File: config.mk
export PLATFORM = sky130hd
export DESIGN_NAME = rgbx_sbit2wrd_fifo
export DESIGN_NICKNAME = d
export VERILOG_FILES = /design/src/rtl/rgb_pkg.sv /design/src/rtl/sync_fifo_fwft.sv /design/src/rtl/rgbx_sbit2wrd_fifo.sv
export SDC_FILE = /design/constraint.sdc
export NUM_CORES = 1
export LEC_CHECK = 0
export ABC_AREA = 1
export BUFFER_PORTS_ARGS = -buffer_cell sky130_fd_sc_hd__buf_2
export CORE_MARGIN = 1
export CORE_UTILIZATION = 30
export CTS_CLUSTER_SIZE = 28
export DETAILED_ROUTE_END_ITERATION = 10
export GPL_ROUTABILITY_DRIVEN = 0
export RECOVER_POWER = 50
export SLEW_MARGIN = 20
export SYNTH_ARGS = -nofsm -noshare
export SYNTH_HDL_FRONTEND = slang
export SYNTH_HIERARCHICAL = 1
export SYNTH_SLANG_ARGS = --single-unit
export TNS_END_PERCENT = 20
File: constraint.sdc
create_clock -name clk -period 9.1 [get_ports clk]
set_input_delay 1.82 -clock clk [delete_from_list [all_inputs] [get_ports clk]]
set_output_delay 1.82 -clock clk [all_outputs]
set_load 0.02 [all_outputs]
File: src/rtl/rgb_pkg.sv
// Shared constants and helpers for the RGB/RGBW LED serial pipeline.
package rgb_pkg;

  localparam int unsigned WORD_BITS_RGB     = 24;
  localparam int unsigned WORD_BITS_RGBW    = 32;
  localparam int unsigned STREAM_RESET_CLKS = 4800;
  localparam int unsigned SAMPLE_TIME_CLKS  = 57;

  // Width of one index-tagged FIFO entry: {index, word}.
  function automatic int unsigned fifo_entry_width(input int unsigned word_bits,
                                                   input int unsigned idx_bits);
    return word_bits + idx_bits;
  endfunction

endpackage

File: src/rtl/sync_fifo_fwft.sv
// Synchronous show-ahead FIFO. A write while full is accepted only when a read
// happens in the same cycle. rd_data reads as zero while the FIFO is empty.
module sync_fifo_fwft #(
  parameter int unsigned WIDTH = 8,
  parameter int unsigned DEPTH = 4
) (
  input  logic             clk,
  input  logic             rst,
  input  logic             wr_en,
  input  logic [WIDTH-1:0] wr_data,
  output logic             full,
  input  logic             rd_en,
  output logic [WIDTH-1:0] rd_data,
  output logic             empty
);

  localparam int unsigned AW = $clog2(DEPTH);

  logic [WIDTH-1:0] r_mem [DEPTH];
  logic [AW:0]      r_wr_ptr;
  logic [AW:0]      r_rd_ptr;
  logic             w_rd;
  logic             w_wr;

  // Pointers carry one extra wrap bit to tell full from empty.
  always_comb begin
    empty   = (r_wr_ptr == r_rd_ptr);
    full    = (r_wr_ptr[AW] != r_rd_ptr[AW]) && (r_wr_ptr[AW-1:0] == r_rd_ptr[AW-1:0]);
    w_rd    = rd_en & ~empty;
    w_wr    = wr_en & (~full | w_rd);
    rd_data = empty ? '0 : r_mem[r_rd_ptr[AW-1:0]];
  end

  // Storage array; no reset needed since the head is masked while empty.
  always_ff @(posedge clk) begin
    if (w_wr) r_mem[r_wr_ptr[AW-1:0]] <= wr_data;
  end

  // Read/write pointer update.
  always_ff @(posedge clk or posedge rst) begin
    if (rst) begin
      r_wr_ptr <= '0;
      r_rd_ptr <= '0;
    end else begin
      if (w_wr) r_wr_ptr <= r_wr_ptr + (AW+1)'(1);
      if (w_rd) r_rd_ptr <= r_rd_ptr + (AW+1)'(1);
    end
  end

endmodule

File: src/rtl/rgbx_sbit2wrd_fifo.sv
// Assembles strobed serial bits MSB-first into LED words, tags each with its
// LED index within the frame and queues them in a show-ahead FIFO.
module rgbx_sbit2wrd_fifo
  import rgb_pkg::*;
#(
  parameter int unsigned WORD_BITS  = WORD_BITS_RGB,
  parameter int unsigned IDX_BITS   = 8,
  parameter int unsigned MAX_LEDS   = 256,
  parameter int unsigned FIFO_DEPTH = 4
) (
  input  logic                 clk,
  input  logic                 rst,
  input  logic                 strobe,
  input  logic                 sbit_value,
  input  logic                 stream_reset,
  output logic                 out_valid,
  input  logic                 out_ready,
  output logic [WORD_BITS-1:0] out_word,
  output logic [IDX_BITS-1:0]  out_index,
  output logic                 frame_start,
  output logic                 partial_err,
  output logic                 led_ovf,
  output logic                 fifo_ovr
);

  localparam int unsigned CNT_W   = $clog2(WORD_BITS) + 1;
  localparam int unsigned ENTRY_W = fifo_entry_width(WORD_BITS, IDX_BITS);
  localparam logic [CNT_W-1:0]  LastBit = CNT_W'(WORD_BITS - 1);
  localparam logic [IDX_BITS:0] MaxIdx  = (IDX_BITS + 1)'(MAX_LEDS);

  logic                 r_strobe_q;
  logic [WORD_BITS-2:0] r_shift;
  logic [CNT_W-1:0]     r_bit_cnt;
  logic [IDX_BITS:0]    r_idx;
  logic                 r_frame_start;
  logic                 r_partial_err;
  logic                 r_led_ovf;
  logic                 r_fifo_ovr;

  logic                 w_event;
  logic                 w_data_evt;
  logic                 w_sr_evt;
  logic                 w_word_done;
  logic [WORD_BITS-1:0] w_word;
  logic                 w_idx_ok;
  logic                 w_full;
  logic                 w_empty;
  logic                 w_pop;
  logic                 w_push;
  logic [ENTRY_W-1:0]   w_wr_data;
  logic [ENTRY_W-1:0]   w_rd_data;

  // Rising-edge event detect and word-completion decode.
  always_comb begin
    w_event     = strobe & ~r_strobe_q;
    w_data_evt  = w_event & ~stream_reset;
    w_sr_evt    = w_event & stream_reset;
    w_word      = {r_shift, sbit_value};
    w_word_done = w_data_evt && (r_bit_cnt == LastBit);
    w_idx_ok    = (r_idx < MaxIdx);
    w_pop       = ~w_empty & out_ready;
    // A full FIFO still takes the word when the head leaves in the same cycle.
    w_push      = w_word_done & w_idx_ok & (~w_full | w_pop);
    w_wr_data   = {r_idx[IDX_BITS-1:0], w_word};
  end

  // Assembler state: shift register, bit counter, LED index and status flags.
  always_ff @(posedge clk or posedge rst) begin
    if (rst) begin
      r_strobe_q    <= 1'b0;
      r_shift       <= '0;
      r_bit_cnt     <= '0;
      r_idx         <= '0;
      r_frame_start <= 1'b0;
      r_partial_err <= 1'b0;
      r_led_ovf     <= 1'b0;
      r_fifo_ovr    <= 1'b0;
    end else begin
      r_strobe_q    <= strobe;
      r_frame_start <= w_sr_evt;
      r_partial_err <= w_sr_evt && (r_bit_cnt != '0);
      if (w_sr_evt) begin
        r_shift   <= '0;
        r_bit_cnt <= '0;
        r_idx     <= '0;
        r_led_ovf <= 1'b0;
      end else if (w_data_evt) begin
        r_shift <= w_word[WORD_BITS-2:0];
        if (w_word_done) begin
          r_bit_cnt <= '0;
          if (w_idx_ok) begin
            r_idx <= r_idx + (IDX_BITS + 1)'(1);
            if (w_full && !w_pop) r_fifo_ovr <= 1'b1;
          end else begin
            r_led_ovf <= 1'b1;
          end
        end else begin
          r_bit_cnt <= r_bit_cnt + CNT_W'(1);
        end
      end
    end
  end

  sync_fifo_fwft #(
    .WIDTH (ENTRY_W),
    .DEPTH (FIFO_DEPTH)
  ) u_fifo (
    .clk     (clk),
    .rst     (rst),
    .wr_en   (w_push),
    .wr_data (w_wr_data),
    .full    (w_full),
    .rd_en   (out_ready),
    .rd_data (w_rd_data),
    .empty   (w_empty)
  );

  // Output mapping from the FIFO head and flag registers.
  always_comb begin
    out_valid   = ~w_empty;
    out_word    = w_rd_data[WORD_BITS-1:0];
    out_index   = w_rd_data[ENTRY_W-1 -: IDX_BITS];
    frame_start = r_frame_start;
    partial_err = r_partial_err;
    led_ovf     = r_led_ovf;
    fifo_ovr    = r_fifo_ovr;
  end

endmodule

* Word level (Yosys, flattened, before mapping)
Memory sizes are Yosys's and may differ from the RTL's. Index checks and enable logic that the tools add are counted. W data, S select, Z words.
Cells by class: add/sub/neg operators 4, $lt $le $gt $ge 1, eq/ne operators 5, muxes and demuxes 16, bitwise gates (word level) 13, reduce and logical (&&, ||, !) cells 12
Operators by type and width (count):
- $mux W23 | 2
- $mux W9 | 4
- $mux W32 | 1
- $mux W6 | 3
- $add A9 B1 Y9 const B | 1
- $lt A9 B9 Y1 const B | 1
- $and A1 B1 Y1 | 7
- $add A3 B1 Y3 const B | 2
- $add A6 B1 Y6 const B | 1
- $eq A6 B5 Y1 const B | 1
- $mux W1 | 6
- $reduce_and A3 Y1 | 2
- $reduce_bool A2 Y1 | 3
- $reduce_bool A6 Y1 | 1
- $not A1 Y1 | 5
- $reduce_and A5 Y1 | 1
- $logic_and A1 B1 Y1 | 4
- $eq A3 B3 Y1 | 1
- $eq A2 B2 Y1 | 1
- $ne A2 B2 Y1 const B | 1
- $logic_not A1 Y1 | 1
- $ne A1 B1 Y1 | 1
- $or A1 B1 Y1 | 1
Storage, ports and cells: flip-flop bits (word level) 49, bits in writable memories 128, memories kept 1
Memory list:
- u_fifo.r_mem | depth 4, width 32, read ports 1, clocked after memory_dff 0, write ports 1, line sync_fifo_fwft.sv:19 | logic [WIDTH-1:0] r_mem [DEPTH];

* Longest topological paths before layout
Gate-level depths: netlist of the first run.
depth in word-level cells 9, gate-level depth with buffers 13, mapped depth without buffers 12

* Hierarchy
The synthesis of the first run kept the hierarchy.
Modules (own cells, without submodules):
- sync_fifo_fwft | instances 1, cells each 469, area each 5539.1 sq um, seq. area each 3993.8 sq um
- rgbx_sbit2wrd_fifo | instances 1, cells each 207, area each 1924.3 sq um, seq. area each 1076.0 sq um

* Worst setup path after synthesis of the first run
OpenSTA, ideal clock, no wires.
path type input to register, from input port strobe, to memory u_fifo/r_mem[0][0] (netlist bit), enable pin, arrival time 4.001 ns, required time 8.679 ns, path slack 4.678 ns, stages 7, buffers on the path 1, path through nand2_4 nor2_4 nand3_4 buf_6 nor2_1 nand2_2 nor2_1
Between the ends: word-level cells in the longest chain between the ends 8
RTL lines:
- start: declaration | line rgbx_sbit2wrd_fifo.sv:13 | input logic strobe,
- $and A1 B1 Y1 | line rgbx_sbit2wrd_fifo.sv:55 | w_event = strobe & ~r_strobe_q;
- $and A1 B1 Y1 | line rgbx_sbit2wrd_fifo.sv:56 | w_data_evt = w_event & ~stream_reset;
- $logic_and A1 B1 Y1 | line rgbx_sbit2wrd_fifo.sv:59 | w_word_done = w_data_evt && (r_bit_cnt == LastBit);
- $and A1 B1 Y1 (2 in series) | line rgbx_sbit2wrd_fifo.sv:63 | w_push = w_word_done & w_idx_ok & (~w_full | w_pop);
- net w_push | line rgbx_sbit2wrd_fifo.sv:49 | logic w_push;
- $and A1 B1 Y1 | line sync_fifo_fwft.sv:30 | w_wr = wr_en & (~full | w_rd);
- $mux W1 | line sync_fifo_fwft.sv:36 | if (w_wr) r_mem[r_wr_ptr[AW-1:0]] <= wr_data;
- $mux W1 (implied by the code) | line sync_fifo_fwft.sv:36
- end: declaration | line sync_fifo_fwft.sv:19
The timed path passes the listed nets, and every way through them passes these cells.

* Worst setup path after layout of the first run
from register u_fifo.r_rd_ptr[0], to output port out_index[0]
Between the ends: word-level cells in the longest chain between the ends 2, elaborated cells between the ends (all ways) 3, classes of those cells eq/ne: 1; mux: 1; memory: 1
RTL lines:
- start: declaration | line sync_fifo_fwft.sv:21 | logic [AW:0] r_rd_ptr;
- start signal: assignment | line sync_fifo_fwft.sv:46 | if (w_rd) r_rd_ptr <= r_rd_ptr + (AW+1)'(1);
- $mem_v2 Z4 W32 / $eq A3 B3 Y1 (equally long branches)
- $mux W32 (*) | line sync_fifo_fwft.sv:31 | rd_data = empty ? '0 : r_mem[r_rd_ptr[AW-1:0]];
- end: declaration | line rgbx_sbit2wrd_fifo.sv:19 | output logic [IDX_BITS-1:0] out_index,
Every way passes the cells marked *; elsewhere a longest branch is shown, timed or not.

==> impl_metrics.ini, run 1 <==
[outcome]
status = complete, but fails checks
violations = max-capacitance violations, max-slew violations

[yosys]
yosysWarningCount = 6
synth_seq_area_share_pct = 67.9
synth_cell_types = 31
synthesis.nets = 690
avgSynthCellArea_um2 = 11.0
synth_cells = 676
syn-cell-area_um2 = 7460
ys_ff_latch = 177

[detailed_routing]
drtAntennaViolNets = 0
routed_wl_um = 14600
drc = 0
drt-initial-drc-count = 215
first_pass_iters = 4
wire_per_inst_um = 13.9
avgViaCountPerCell = 4.43
via_count = 4653

[power]
leakage_nw = 3.46
post-layout-total-power_mw = 2.35
ir_drop_uv = 152
power.density_nw_per_um2 = 275

[worst_setup_path]
endpoint_kind = output pin
crit_path_start_kind = register
arrival_ps = 4090
slowest_stage = clkbuf_1
crit_fanout = 50
critPathKind = reg -> out
crit_path_frequent_cell = inv_1
worstPathRequired_ps = 7280
max_stage_delay_ps = 1620
path_cells = inv_1 > clkbuf_1 > nand2_2 > nand2_4 > nand3_4 > nand2_1 > inv_1 > buf_2

[cells_and_area]
syn_to_final_growth_pct = 14.7
seq_area_um2 = 5070
drive_above_1_share_pct = 14.0
fin_nets = 728
utilization_pct = 35.1
multi_input_area_um2 = 1860
fillers = 2417
finish.instance_area_um2 = 8560
antenna_cells = 0

[sta]
skew_ps = 10.5
maxSlewHeadroom_pct = -46.3
period_share_pct = 65.0
finalCriticalPeriod_ps = 5910
setup_violations = 0
hold_ws_ps = 456
fmax_mhz = 169
slew_violations = 95
worst_pin_slew_ps = 2190
finalSetupTns_ps = 0
rsz0062_at_grt = no
hold_violations = 0

[cts]
clock_latency_ps = 430
path_clk_slew_ps = 70
ctsHoldBuffers = 0
root_buffer = clkbuf_16
post_cts_buffers = 0
htreeDepth = 4
ctsResizeCount = 0
cts_tree = yes
cts_max_path_buffers = 2
cts_inserted_buffers = 17
clock_sinks = 177

[global_route]
grt_remaining_overflow = 0
grt_pass1_wl_um = 23400
antenna_found_initial = 0
grt_pass1_vias = 4526
grt_start_max_net_pins = 68
grt_usage_pct = 12.0

[die]
rows = 57
start_util_pct = 30.6
ios = 43
chipWidth_um = 160
die_h_um = 160
dieArea_um2 = 25500
core_um2 = 24400

[placement]
io_buffers = 42
placed_area_um2 = 7950
hpwl_um = 8220

[worst_hold_path]
hold_path.class = reg -> reg

[job]
maxCapViolations = 2
-- power by group --
| group | internal [mW] | switching (mW) | total, mW | leakage (nW) |
|---|---|---|---|---|
| registers | 0.872 | 0.0112 | 0.883 | 1.83 |
| clock network | 0.396 | 0.306 | 0.702 | 0.282 |
| logic | 0.223 | 0.543 | 0.766 | 1.35 |
| total | 1.49 | 0.860 | 2.35 | 3.46 |
-- sequential cells by signal, summed over array words and instances, names as in the netlist --
| name | cells |
|---|---|
| u_fifo/r_rd_ptr | 3 |
| r_shift | 23 |
| u_fifo/r_mem | 128 |
| partial_err | 1 |
| fifo_ovr | 1 |
| led_ovf | 1 |
| u_fifo/r_wr_ptr | 3 |
| r_bit_cnt | 6 |
| r_idx | 9 |
| r_strobe_q | 1 |
| frame_start | 1 |
-- cells in the final DEF (no fill, tap or decap), drive strengths merged --
cell	netlist	routed
ha	8	8
buf	25	45
inv	87	91
xor2	4	4
nand2	89	89
nor2	116	116
o22ai	22	22
nand4	2	2
xnor2	3	3
clkinv	1	6
a21o	1	1
dfrtp	49	49
edfxtp	128	128
nand3	27	27
a21boi	1	1
nor3	1	1
o21ai	107	107
clkbuf	5	23
clkinvlp	0	3
bufinv	0	1
-- critical path, delay by kind of cell (launching register included) --
| kind | cells | cell delay [ps] |
|---|---|---|
| flops | 1 | 430 |
| buf+inv | 4 | 2250 |
| simple gates | 4 | 960 |
-- kinds of logic (layout without fill, tap and decap cells) --
family / Yosys count / count (layout) / share of synthesized area, %
AO/OA/AOI/OAI: 131 / 131 / 9.30
XOR/XNOR: 7 / 7 / 0.922
adder cells (fa/ha/maj): 8 / 8 / 1.34
buffers and inverters: 118 / 169 / 6.96
flip-flops: 177 / 177 / 67.9
AND/OR/NAND/NOR: 235 / 235 / 13.5
-- metal layers --
layer	vias to the layer above	share of wire [%]	global-route usage, %
li1	2334	-	-
met1	2238	46	15.0
met2	74	50	20.5
met3	7	3.3	2.65
met4	0	0.66	4.06
met5	-	0	0
-- final timing paths --
check,startpoint,endpoint,slack (ps),cells past startpoint
worst max-delay path,u_fifo/r_rd_ptr[0]$_DFFE_PP0P_,out_index[0],3190,8
max in group asynchronous,rst,r_idx[7]$_DFFE_PP0P_,6190,2
min in group asynchronous,rst,u_fifo/r_wr_ptr[0]$_DFFE_PP0P_,1320,2
worst max register to register,u_fifo/r_rd_ptr[0]$_DFFE_PP0P_,u_fifo/r_mem[0][1]$_DFFE_PP_,4300,12
worst min-delay path,fifo_ovr$_DFFE_PP0P_,fifo_ovr$_DFFE_PP0P_,460,1
worst min register to register,fifo_ovr$_DFFE_PP0P_,fifo_ovr$_DFFE_PP0P_,460,1
-- final cells by class --
cell class / count / share of cell area, %
repair buffers: 49 / 3.60
clock inverters: 13 / 1.46
well taps: 324 / 4.74
clock buffers: 19 / 5.29
flip-flops and latches: 177 / 59.3
multi-input cells: 381 / 21.8
inverters: 88 / 3.87
-- synthesized netlist by cell type (all sizes together) --
| master | instances | area [µm²] |
|---|---|---|
| nor3 | 1 | 5.00 |
| nor2 | 116 | 458 |
| nand4 | 2 | 18.8 |
| inv | 87 | 327 |
| dfrtp | 49 | 1230 |
| nand3 | 27 | 170 |
| ha | 8 | 100 |
| edfxtp | 128 | 3840 |
| buf | 25 | 170 |
| clkinv | 1 | 3.75 |
| xor2 | 4 | 35.0 |
| nand2 | 89 | 359 |
| a21boi | 1 | 7.51 |
| xnor2 | 3 | 33.8 |
| clkbuf | 5 | 18.8 |
| a21o | 1 | 7.51 |
| o22ai | 22 | 144 |
| o21ai | 107 | 536 |
-- stage by stage --
stage,setup slack [ps],std cells
after floorplan,4680,676
after global placement,4860,1016
after detailed placement,4800,1016
after CTS,4460,1048
after global routing,2750,1051
final,3190,1051
(Power assumes the default switching activity.)
==> run 2, diff against run 1 <==
Settings changed: ABC_AREA 1 to 0.
Clock period 9.1 ns to 5.83 ns, I/O delays scaled along.
==> impl_metrics.ini, run 2 <==
[outcome]
status = complete, but fails checks
violations = max-capacitance violations, max-slew violations

[cts]
clock_latency_ps = 430
root_buffer = clkbuf_16
htreeDepth = 4
ctsResizeCount = 0
clock_sinks = 177
ctsHoldBuffers = 0
post_cts_buffers = 0
cts_tree = yes
cts_inserted_buffers = 17
cts_max_path_buffers = 2
path_clk_slew_ps = 70

[placement]
hpwl_um = 8050
placed_area_um2 = 7820
io_buffers = 42

[power]
power.density_nw_per_um2 = 319
leakage_nw = 3.16
ir_drop_uv = 206

[sta]
fmax_mhz = 268
period_share_pct = 64.1
slew_violations = 84
worst_pin_slew_ps = 1760
finalSetupTns_ps = 0
hold_violations = 0
setup_violations = 0
maxSlewHeadroom_pct = -17.8
finalCriticalPeriod_ps = 3740
rsz0062_at_grt = no
skew_ps = 7.20

[die]
chipWidth_um = 157
rows = 56
dieArea_um2 = 24800
ios = 43
core_um2 = 23500
die_h_um = 157
start_util_pct = 30.8

[yosys]
yosys.area.top_type = edfxtp_1
avgSynthCellArea_um2 = 16.8
synth_most_common_cell = edfxtp_1
synthDominantCellAreaShare_pct = 53.1
syn-cell-area_um2 = 7240
synthFlopType = edfxtp_1
synth_seq_area_share_pct = 70.0
ys_ff_latch = 177
synthesis.nets = 446
synth_cells = 432
synth_edf_count = 128
yosysWarningCount = 6
synth_cell_types = 48
yosys-top-cells-count = 128 x edfxtp_1, 54 x nand2_1, 49 x dfrtp_1, 33 x nor2b_1, 32 x mux4_2
async_flop_share_pct = 27.7
synth_area_leaders = edfxtp_1 53%, dfrtp_1 17%, mux4_2 9.9%

[cells_and_area]
drive_above_1_share_pct = 25.8
final_common_cell = edfxtp_1
final_cell_mix = 128 x edfxtp_1, 54 x nand2_1, 48 x dfrtp_1
seq_area_um2 = 5070
syn_to_final_growth_pct = 15.9
largest_reg_flops = 128
fin_nets = 494
multi_input_area_um2 = 2040
finish.instance_area_um2 = 8400
fillers = 2273
antenna_cells = 0

[detailed_routing]
avgViaCountPerCell = 4.61
drtAntennaViolNets = 0
routed_wl_um = 13400
drc = 0
first_pass_iters = 4
drt-initial-drc-count = 191
wire_per_inst_um = 16.5
via_count = 3745

[worst_setup_path]
arrival_ps = 2570
worstPathRequired_ps = 4660
crit_path_frequent_cell = buf_4
crit_path_start_kind = register
max_stage_delay_ps = 470
slowest_stage = nor3_4
path_cells = buf_4 > xor2_4 > nor3_4 > buf_4 > nor2b_1 > buf_2
endpoint_kind = output pin
crit_fanout = 35
critPathKind = reg -> out

[global_route]
grt_pass1_wl_um = 21600
grt_remaining_overflow = 0
antenna_found_initial = 0
grt_pass1_vias = 3855
grt_start_max_net_pins = 44
grt_usage_pct = 11.8

[worst_hold_path]
hold_path.class = reg -> reg

[job]
maxCapViolations = 2
==> run 2: cell types whose count changed in the layout (fill, tap and decap cells not counted), moves of 5 or more <==
cell      delta
o22ai_1     -21
o21ai_1     -26
inv_2        -8
nor2_1     -106
nand3_1     -24
mux4_2      +32
nor2b_1     +32
nand3b_1    +24
buf_4        +5
o21ai_0     -78
inv_1       -68
and3_1       +8
nand2_1     -31
==> run 2: area by class of cell <==
| cell class | count | area share [%] |
|---|---|---|
| clock buffers | 18 | 5.11 |
| clock inverters | 14 | 1.80 |
| inverters | 10 | 0.447 |
| multi-input cells | 223 | 24.3 |
| flip-flops and latches | 177 | 60.4 |
| well taps | 319 | 4.75 |
| repair buffers | 51 | 3.22 |
==> run 2: logic make-up (layout without fill, tap and decap cells) <==
family	Yosys count	in the layout	synth area share (%)
AND/OR/NAND/NOR	143	143	11.3
XOR/XNOR	11	11	1.85
flip-flops	177	177	70.0
buffers and inverters	32	93	2.02
multiplexers	35	35	10.4
adder cells (fa/ha/maj)	8	8	1.38
AO/OA/AOI/OAI	26	26	3.02
==> run 2: path summary, 6_finish.rpt <==
kind,end,depth (start not counted),start,slack (ps)
max in group asynchronous,r_shift[15]$_DFFE_PP0P_,2,rst,3510
min in group asynchronous,u_fifo/r_wr_ptr[2]$_DFFE_PP0P_,2,rst,640
min,led_ovf$_DFFE_PP0P_,2,led_ovf$_DFFE_PP0P_,480
max reg2reg,u_fifo/r_mem[3][13]$_DFFE_PP_,11,u_fifo/r_rd_ptr[1]$_DFFE_PP0P_,2140
max,out_word[16],6,u_fifo/r_rd_ptr[1]$_DFFE_PP0P_,2090
min reg2reg,led_ovf$_DFFE_PP0P_,2,led_ovf$_DFFE_PP0P_,480
==> run 2: metrics by stage <==
step                      power (mW)  worst slack (ps)  util (%)  std cells  hold WS [ps]
after floorplan                 1.55              2380         -        432           476
after global placement          1.61              1920      33.2        780           460
after detailed placement        1.61              1790      33.2        780           467
after CTS                       2.71              1990      35.7        812           489
after global routing            2.77              1800      35.7        812           508
final                           2.68              2090      35.7        812           480
==> run 2: where the power goes <==
part           internal [mW]  leakage, nW  total, mW  switching, mW
registers               1.35         1.85       1.36        0.00899
logic                 0.0902         1.04      0.223          0.133
clock network          0.605        0.279       1.10          0.497
total                   2.04         3.16       2.68          0.639
==> run 2: routing by layer <==
| layer | track usage [%] | up-vias | share of wire, % |
|---|---|---|---|
| met1 | 14.8 | 1928 | 44 |
| met2 | 19.8 | 67 | 50 |
| met4 | 4.30 | 0 | 1.4 |
| met3 | 2.56 | 15 | 3.9 |
| li1 | - | 1735 | - |
| met5 | 0 | - | 0 |
==> run 2: worst max-delay path: cells and delay by family, from the launching register on <==
kind          cells  cell delay [ps]
xor+xnor          1              210
buf+inv           3             1010
simple gates      2              580
flops             1              320
